### config.mk
export PLATFORM = sky130hd
export DESIGN_NAME = lsu_mem_ctrl_flat
export DESIGN_NICKNAME = d
export VERILOG_FILES = /design/src/rtl/lsu_mem_ctrl_pkg.sv /design/src/rtl/lsu_mem_ctrl_if.sv /design/src/rtl/lsu_mem_ctrl_store_align.sv /design/src/rtl/lsu_mem_ctrl.sv /design/src/flat_wrapper.sv
export SDC_FILE = /design/constraint.sdc
export NUM_CORES = 1
export LEC_CHECK = 0
export CORE_MARGIN = 1.5
export CORE_UTILIZATION = 30
export CTS_CLUSTER_DIAMETER = 40
export DETAILED_ROUTE_END_ITERATION = 10
export DONT_BUFFER_PORTS = 1
export GPL_ROUTABILITY_DRIVEN = 0
export SLEW_MARGIN = 20
export SYNTH_ARGS = -nofsm -noshare
export SYNTH_HDL_FRONTEND = slang
export SYNTH_SLANG_ARGS = --single-unit
export TNS_END_PERCENT = 20
### constraint.sdc
create_clock -name clk -period 12.75 [get_ports clk]
set_input_delay 2.55 -clock clk [delete_from_list [all_inputs] [get_ports clk]]
set_output_delay 2.55 -clock clk [all_outputs]
set_load 0.01 [all_outputs]
### src/rtl/lsu_mem_ctrl_pkg.sv
// Shared types and helpers for the load/store memory controller.
//  - l_func      : load funct3 encodings (instr[14:12] of L-type)
//  - s_func      : store funct3 encodings (instr[14:12] of S-type)
//  - lsu_state_t : controller FSM states
//  - lsu_misaligned(): flags illegal funct3 or misaligned address
package lsu_mem_ctrl_pkg;

   typedef enum logic [2:0] {
      LB  = 3'b000,
      LH  = 3'b001,
      LW  = 3'b010,
      LBU = 3'b100,
      LHU = 3'b101
   } l_func;

   typedef enum logic [2:0] {
      SB = 3'b000,
      SH = 3'b001,
      SW = 3'b010
   } s_func;

   typedef enum logic [1:0] {
      IDLE,
      ADDR,
      RESP,
      DONE
   } lsu_state_t;

   // Returns 1 when the access must be rejected without touching memory:
   // an unknown funct3, or an address not naturally aligned to the access size.
   function automatic logic lsu_misaligned(input logic       we,
                                           input logic [2:0] funct3,
                                           input logic [1:0] addr);
      logic bad;
      bad = 1'b0;
      if (we) begin
         case (funct3)
            SB:      bad = 1'b0;
            SH:      bad = addr[0];
            SW:      bad = |addr;
            default: bad = 1'b1;
         endcase
      end else begin
         case (funct3)
            LB, LBU: bad = 1'b0;
            LH, LHU: bad = addr[0];
            LW:      bad = |addr;
            default: bad = 1'b1;
         endcase
      end
      return bad;
   endfunction

endpackage

### src/rtl/lsu_mem_ctrl_if.sv
// Bus interfaces of the load/store memory controller.
//  lsu_core_if : core <-> controller request/response and stall.
//                master = core, slave = controller.
//  lsu_dmem_if : controller <-> data memory request/grant/response.
//                master = controller, slave = memory.
interface lsu_core_if;
   logic        req_valid;
   logic        req_ready;
   logic        req_we;
   logic [2:0]  req_funct3;
   logic [31:0] req_addr;
   logic [31:0] req_wdata;
   logic        rsp_valid;
   logic        rsp_err;
   logic [2:0]  rsp_funct3;
   logic [31:0] rsp_daddr;
   logic [31:0] rsp_drdata;
   logic        stall;

   modport master (
      output req_valid, req_we, req_funct3, req_addr, req_wdata,
      input  req_ready, rsp_valid, rsp_err, rsp_funct3, rsp_daddr, rsp_drdata, stall
   );

   modport slave (
      input  req_valid, req_we, req_funct3, req_addr, req_wdata,
      output req_ready, rsp_valid, rsp_err, rsp_funct3, rsp_daddr, rsp_drdata, stall
   );
endinterface

interface lsu_dmem_if;
   logic        mem_req;
   logic        mem_gnt;
   logic [31:0] mem_addr;
   logic        mem_we;
   logic [3:0]  mem_be;
   logic [31:0] mem_wdata;
   logic        mem_rvalid;
   logic [31:0] mem_rdata;

   modport master (
      output mem_req, mem_addr, mem_we, mem_be, mem_wdata,
      input  mem_gnt, mem_rvalid, mem_rdata
   );

   modport slave (
      input  mem_req, mem_addr, mem_we, mem_be, mem_wdata,
      output mem_gnt, mem_rvalid, mem_rdata
   );
endinterface

### src/rtl/lsu_mem_ctrl_store_align.sv
// Store lane alignment (purely combinational).
//  funct3    in  3   s_func of the store
//  addr_lo   in  2   byte offset within the word
//  wdata     in  32  store data from the core (rv2)
//  be        out 4   byte enables for the addressed lanes
//  lane_data out 32  store data replicated across all lanes
module lsu_store_align
   import lsu_mem_ctrl_pkg::*;
(
   input  logic [2:0]  funct3,
   input  logic [1:0]  addr_lo,
   input  logic [31:0] wdata,
   output logic [3:0]  be,
   output logic [31:0] lane_data
);

   // Data is replicated into every lane so the memory only needs the byte
   // enables to pick the right one; no shifter on the data path.
   always_comb begin
      // NOTE: every output gets a default first so no path leaves it unassigned (no latch).
      be        = 4'b1111;
      lane_data = wdata;
      case (funct3)
         SB: begin
            be        = 4'b0001 << addr_lo;
            lane_data = {4{wdata[7:0]}};
         end
         SH: begin
            be        = 4'b0011 << {addr_lo[1], 1'b0};
            lane_data = {2{wdata[15:0]}};
         end
         default: ;
      endcase
   end

endmodule

### src/rtl/lsu_mem_ctrl.sv
// Load/store memory controller, upstream of L_type.
//  clk, reset : clock and asynchronous active-high reset
//  core       : lsu_core_if.slave  - one request at a time, rsp_* to L_type, stall
//  dmem       : lsu_dmem_if.master - req/gnt address phase, rvalid response phase
// Accepted requests are checked for legal funct3/alignment; legal ones run
// the memory handshake, illegal ones complete with rsp_err and no memory
// access. ADDR+RESP together are bounded by TIMEOUT cycles (TIMEOUT >= 2).
module lsu_mem_ctrl
   import lsu_mem_ctrl_pkg::*;
#(
   parameter int unsigned TIMEOUT = 255
) (
   input logic        clk,
   input logic        reset,
   lsu_core_if.slave  core,
   lsu_dmem_if.master dmem
);

   localparam int unsigned CNT_W = $clog2(TIMEOUT + 1);

   lsu_state_t state_q, state_d;
   logic [CNT_W-1:0] cnt_q;

   // Request fields registered at accept.
   logic        we_q;
   logic [2:0]  funct3_q;
   logic [31:0] addr_q;
   logic [31:0] wdata_q;

   // Response registers: hold until the next completion.
   logic        rsp_err_q;
   logic [2:0]  rsp_funct3_q;
   logic [31:0] rsp_daddr_q;
   logic [31:0] rsp_drdata_q;

   logic        rsp_load;
   logic        rsp_err_d;
   logic [2:0]  rsp_funct3_d;
   logic [31:0] rsp_daddr_d;
   logic [31:0] rsp_drdata_d;

   logic        accept;
   logic        illegal;
   logic        timeout;
   logic [3:0]  align_be;
   logic [31:0] align_data;

   assign accept  = core.req_valid && (state_q == IDLE);
   assign illegal = lsu_misaligned(core.req_we, core.req_funct3, core.req_addr[1:0]);
   // Fires in the last allowed ADDR/RESP cycle; it wins over a same-cycle
   // gnt/rvalid so the access never exceeds TIMEOUT cycles.
   assign timeout = (cnt_q == CNT_W'(TIMEOUT - 1));

   lsu_store_align u_store_align (
      .funct3    (funct3_q),
      .addr_lo   (addr_q[1:0]),
      .wdata     (wdata_q),
      .be        (align_be),
      .lane_data (align_data)
   );

   // Next state and response capture.
   always_comb begin
      state_d      = state_q;
      rsp_load     = 1'b0;
      rsp_err_d    = 1'b1;
      rsp_funct3_d = funct3_q;
      rsp_daddr_d  = addr_q;
      rsp_drdata_d = '0;
      case (state_q)
         IDLE: begin
            if (accept) begin
               if (illegal) begin
                  // Fields are not registered yet, so respond straight from the request.
                  state_d      = DONE;
                  rsp_load     = 1'b1;
                  rsp_funct3_d = core.req_funct3;
                  rsp_daddr_d  = core.req_addr;
               end else begin
                  state_d = ADDR;
               end
            end
         end
         ADDR: begin
            if (timeout) begin
               state_d  = DONE;
               rsp_load = 1'b1;
            end else if (dmem.mem_gnt) begin
               state_d = RESP;
            end
         end
         RESP: begin
            if (timeout) begin
               state_d  = DONE;
               rsp_load = 1'b1;
            end else if (dmem.mem_rvalid) begin
               state_d      = DONE;
               rsp_load     = 1'b1;
               rsp_err_d    = 1'b0;
               rsp_drdata_d = we_q ? 32'h0 : dmem.mem_rdata;
            end
         end
         DONE:    state_d = IDLE;
         default: state_d = IDLE;
      endcase
   end

   always_ff @(posedge clk or posedge reset) begin
      if (reset) begin
         state_q      <= IDLE;
         cnt_q        <= '0;
         we_q         <= 1'b0;
         funct3_q     <= '0;
         addr_q       <= '0;
         wdata_q      <= '0;
         rsp_err_q    <= 1'b0;
         rsp_funct3_q <= '0;
         rsp_daddr_q  <= '0;
         rsp_drdata_q <= '0;
      end else begin
         // NOTE: registers use non-blocking assignment so every update sees pre-edge values.
         state_q <= state_d;
         if (accept) begin
            cnt_q    <= '0;
            we_q     <= core.req_we;
            funct3_q <= core.req_funct3;
            addr_q   <= core.req_addr;
            wdata_q  <= core.req_wdata;
         end else if (state_q == ADDR || state_q == RESP) begin
            cnt_q <= cnt_q + CNT_W'(1);
         end
         if (rsp_load) begin
            rsp_err_q    <= rsp_err_d;
            rsp_funct3_q <= rsp_funct3_d;
            rsp_daddr_q  <= rsp_daddr_d;
            rsp_drdata_q <= rsp_drdata_d;
         end
      end
   end

   assign core.req_ready  = (state_q == IDLE);
   assign core.rsp_valid  = (state_q == DONE);
   assign core.rsp_err    = rsp_err_q;
   assign core.rsp_funct3 = rsp_funct3_q;
   assign core.rsp_daddr  = rsp_daddr_q;
   assign core.rsp_drdata = rsp_drdata_q;
   // Low in DONE so the core retires the access in the rsp_valid cycle.
   assign core.stall      = (state_q == ADDR) || (state_q == RESP) ||
                            ((state_q == IDLE) && core.req_valid);

   // Address-phase outputs come from registered fields, so they are stable
   // for the whole time mem_req is high and forced to 0 otherwise.
   assign dmem.mem_req   = (state_q == ADDR);
   assign dmem.mem_addr  = dmem.mem_req ? {addr_q[31:2], 2'b00} : 32'h0;
   assign dmem.mem_we    = dmem.mem_req && we_q;
   assign dmem.mem_be    = !dmem.mem_req ? 4'b0000 : (we_q ? align_be : 4'b1111);
   assign dmem.mem_wdata = (dmem.mem_req && we_q) ? align_data : 32'h0;

endmodule

### src/flat_wrapper.sv
// flat-port wrapper written by rule: the top's interface ports become plain ports
module lsu_mem_ctrl_flat import lsu_mem_ctrl_pkg::*;
#(
   parameter int unsigned TIMEOUT = 255
)
  (clk, reset, core_req_valid, core_req_we, core_req_funct3, core_req_addr, core_req_wdata, core_req_ready, core_rsp_valid, core_rsp_err, core_rsp_funct3, core_rsp_daddr, core_rsp_drdata, core_stall, dmem_mem_req, dmem_mem_addr, dmem_mem_we, dmem_mem_be, dmem_mem_wdata, dmem_mem_gnt, dmem_mem_rvalid, dmem_mem_rdata);
  lsu_core_if core_i ();
  lsu_dmem_if dmem_i ();
  input logic clk;
  input logic reset;
  input wire logic [$bits(core_i.req_valid)-1:0] core_req_valid;
  input wire logic [$bits(core_i.req_we)-1:0] core_req_we;
  input wire logic [$bits(core_i.req_funct3)-1:0] core_req_funct3;
  input wire logic [$bits(core_i.req_addr)-1:0] core_req_addr;
  input wire logic [$bits(core_i.req_wdata)-1:0] core_req_wdata;
  output wire logic [$bits(core_i.req_ready)-1:0] core_req_ready;
  output wire logic [$bits(core_i.rsp_valid)-1:0] core_rsp_valid;
  output wire logic [$bits(core_i.rsp_err)-1:0] core_rsp_err;
  output wire logic [$bits(core_i.rsp_funct3)-1:0] core_rsp_funct3;
  output wire logic [$bits(core_i.rsp_daddr)-1:0] core_rsp_daddr;
  output wire logic [$bits(core_i.rsp_drdata)-1:0] core_rsp_drdata;
  output wire logic [$bits(core_i.stall)-1:0] core_stall;
  output wire logic [$bits(dmem_i.mem_req)-1:0] dmem_mem_req;
  output wire logic [$bits(dmem_i.mem_addr)-1:0] dmem_mem_addr;
  output wire logic [$bits(dmem_i.mem_we)-1:0] dmem_mem_we;
  output wire logic [$bits(dmem_i.mem_be)-1:0] dmem_mem_be;
  output wire logic [$bits(dmem_i.mem_wdata)-1:0] dmem_mem_wdata;
  input wire logic [$bits(dmem_i.mem_gnt)-1:0] dmem_mem_gnt;
  input wire logic [$bits(dmem_i.mem_rvalid)-1:0] dmem_mem_rvalid;
  input wire logic [$bits(dmem_i.mem_rdata)-1:0] dmem_mem_rdata;
  assign core_i.req_valid = core_req_valid;
  assign core_i.req_we = core_req_we;
  assign core_i.req_funct3 = core_req_funct3;
  assign core_i.req_addr = core_req_addr;
  assign core_i.req_wdata = core_req_wdata;
  assign core_req_ready = core_i.req_ready;
  assign core_rsp_valid = core_i.rsp_valid;
  assign core_rsp_err = core_i.rsp_err;
  assign core_rsp_funct3 = core_i.rsp_funct3;
  assign core_rsp_daddr = core_i.rsp_daddr;
  assign core_rsp_drdata = core_i.rsp_drdata;
  assign core_stall = core_i.stall;
  assign dmem_mem_req = dmem_i.mem_req;
  assign dmem_mem_addr = dmem_i.mem_addr;
  assign dmem_mem_we = dmem_i.mem_we;
  assign dmem_mem_be = dmem_i.mem_be;
  assign dmem_mem_wdata = dmem_i.mem_wdata;
  assign dmem_i.mem_gnt = dmem_mem_gnt;
  assign dmem_i.mem_rvalid = dmem_mem_rvalid;
  assign dmem_i.mem_rdata = dmem_mem_rdata;
  lsu_mem_ctrl #(.TIMEOUT(TIMEOUT)) u_core (.clk(clk), .reset(reset), .core(core_i), .dmem(dmem_i));
endmodule
==> results.md <==
- Rows: 54
- Mapped Cells: 704
- Count of cell types in the netlist: 53
- Initial antenna violation count: 0
- GRT Overall Usage: 16.4%
- Remaining Overflow, GRT: 0
- Critical path peak fanout: 5
- CP startpoint kind: input port
- CTS Buf Count: 17
- Clk buf depth: 2
- H-tree depth: 4
- Fin. max-slew vios: 0
- Post-route ant nets: 0
- Worst Path Required: 10.20 ns
- Finished Layout Cells: 979
- Final period utilization: 41.4%
- Max Freq: 190 MHz
- EDFF count, synth: 0
- Wire per inst: 19.5 um
- Final Cell Area: 7630 um2
- P_leak: 3.61 nW
- FFs w/ async S/R, synth: 100%
- VDD IR max: 0.0782 mV
- Power share of the clock group: 25.7%
- CTS root buf: clkbuf_16
- Post-DP Area: 7000 um2
- # IOs: 246
- Clk_lat worst skew: 0.42 ns
- Crit end category: output port
- Max cap viols: 0
- Part of the power in registers: 42.5%
- Slowest cell on crit path: nand2b_1
- Min-delay worst type: register to register
- Sequential fraction of the synthesis area: 53.6%
- Setup repair bufs after CTS: 0
- Post-Route WL: 19100 um
- First-pass GRT wire length: 29900 um
- CP max stage delay: 0.13 ns
- Vias in the first global route: 5119
- Pwr per Cell Area: 269 nW/um2
- Layout cells sized above 1: 10.4%
- TritonCTS clock tree: done
- Die H: 154 um
- Starting DRT DRC Count: 297
- Die area: 23600 um2
- Sw Pwr: 0.822 mW
- Largest net degree at the start of global routing: 79
- Slack of the critical path: 7.48 ns
- Post-Place Cells: 946
- Vias per Instance: 5.17
- Critical path, cell by cell: nand2_2, nand2b_1
- Slew headroom: 36.5%
- CTS Hold Buffers Added: 0
- Starting Density: 31.0%
- Mapped Area: 6820 um2
- Commonest non-fill, non-tap cells in the layout: nand2_1, dfrtp_1, and2_1
- Setup TNS Final: 0 ns
- Final setup viols: 0
- Diode count: 0
- DR pass1 iterations: 5
- R2r setup slk: 9.64 ns
- Top cell family by delay on the critical path: simple AND/OR/NAND/NOR gates
- Seq cells post-synth: 146
- Most common cell after layout, fill and taps aside: nand2_1
- Clk slew on worst S/H paths: 0.06 ns
- YS warnings: 0
- HPWL Detailed: 12700 um
- Fin. Hold Viols: 0
- Syn avg cell area: 9.68 um2
- Status: finished clean
- Post-cts sizing count: 0
- Drc violations: 0
- Int Power: 1.23 mW
- # clock sinks: 146
- RSZ-0062 raised after global routing: false
- Dpl ws: 7.47 ns
- Critical path class: input port to output port
- Setup Skew: 0.0137 ns
- Final min period: 5.27 ns
- Layout Nets: 797
- Sw Share: 40.1%
- WP buf/inv: 0
- Core Box Area: 22000 um2
- DR vias: 5057
- I/O Buffers: 0
- Total power: 2.05 mW
- Most used flip-flop cell after synthesis: dfrtp_1
- Combinational power share: 31.8%
- Worst Max-Slew Pin Slew: 0.953 ns
- Die X: 154 um
- Worst Path Arrival: 2.72 ns
- Area growth from synthesis to layout: 11.9%
power groups by stage:
stage | Sequential, mW | Combinational (mW) | Clock (mW)
3_5_place_dp | 0.880 | 0.658 | 0
4_1_cts | 0.873 | 0.661 | 0.543
3_3_place_gp | 0.879 | 0.644 | 0
6_report | 0.871 | 0.652 | 0.526
5_1_grt | 0.900 | 0.737 | 0.560
2_1_floorplan | 0.806 | 0.550 | 0
flip-flops by register name, summed over array words and instances (netlist names):
register / cells
u_core.core.rsp_funct3: 3
u_core.addr_q: 32
u_core.state_q: 2
u_core.core.rsp_drdata: 32
u_core.wdata_q: 32
u_core.we_q: 1
u_core.core.rsp_err: 1
u_core.funct3_q: 3
u_core.cnt_q: 8
u_core.core.rsp_daddr: 32
layout make-up:
class                   count  area (um2)
clock buffers              18         439
fillers                  2233       14400
inverters                  14        57.6
multi-input cells         498        2880
well taps                 280         350
repair buffers              9        71.3
flip-flops and latches    146        3650
clock inverters            14         179
per-stage QoR:
step           hold WS, ns  util (%)
3_3_place_gp         0.460      31.8
3_5_place_dp         0.463      31.8
2_1_floorplan        0.446         -
5_1_grt              0.503      34.7
6_report             0.473      34.7
4_1_cts              0.479      34.6
cell usage after synthesis (3+ instances only):
cell type	count	area, um2
xor2_1	3	26.3
o22a_1	4	35.0
mux2i_1	9	90.1
clkbuf_1	31	116
and3_1	8	50.1
a31oi_1	5	31.3
nand2_1	227	852
dfrtp_1	146	3650
a221o_1	15	150
nor2_1	21	78.8
buf_6	9	101
nand3_1	4	20.0
or3_1	3	18.8
a211oi_1	8	60.1
a41oi_1	4	35.0
o21ai_0	16	80.1
and2_1	63	394
a221o_2	15	169
buf_1	4	15.0
ha_1	6	75.1
inv_1	14	52.6
nand4_1	4	25.0
a21oi_1	18	90.1
a22o_1	32	280
logic make-up after synthesis:
family          count (synthesis)  share of synthesized area (%)
simple gates                  342                           22.6
flops                         146                           53.6
compound gates                132                           15.8
buf+inv                        61                           4.48
mux                            11                           1.65
fa+ha+maj                       6                           1.10
xor+xnor                        5                          0.642
other cells                     1                         0.0550
worst paths after layout:
path / from / end / depth (start not counted)
min reg2reg: u_core.wdata_q[31] / u_core.wdata_q[31] / 2
max in group asynchronous: reset / u_core.core.rsp_drdata[22] / 2
min in group asynchronous: reset / u_core.core.rsp_daddr[4] / 1
max: core_req_valid / core_stall / 2
max reg2reg: u_core.state_q[0] / u_core.core.rsp_daddr[10] / 8
min: u_core.wdata_q[31] / u_core.wdata_q[31] / 2
layer usage:
layer / vias up / global-route usage, % / share of wire, %
met1: 2452 / 19.9 / 42
met4: 0 / 5.73 / 1.7
met5: - / 0 / 0
met2: 215 / 26.3 / 47
met3: 22 / 6.65 / 9.4
li1: 2368 / - / -
Power figures use the tool's default switching activity.
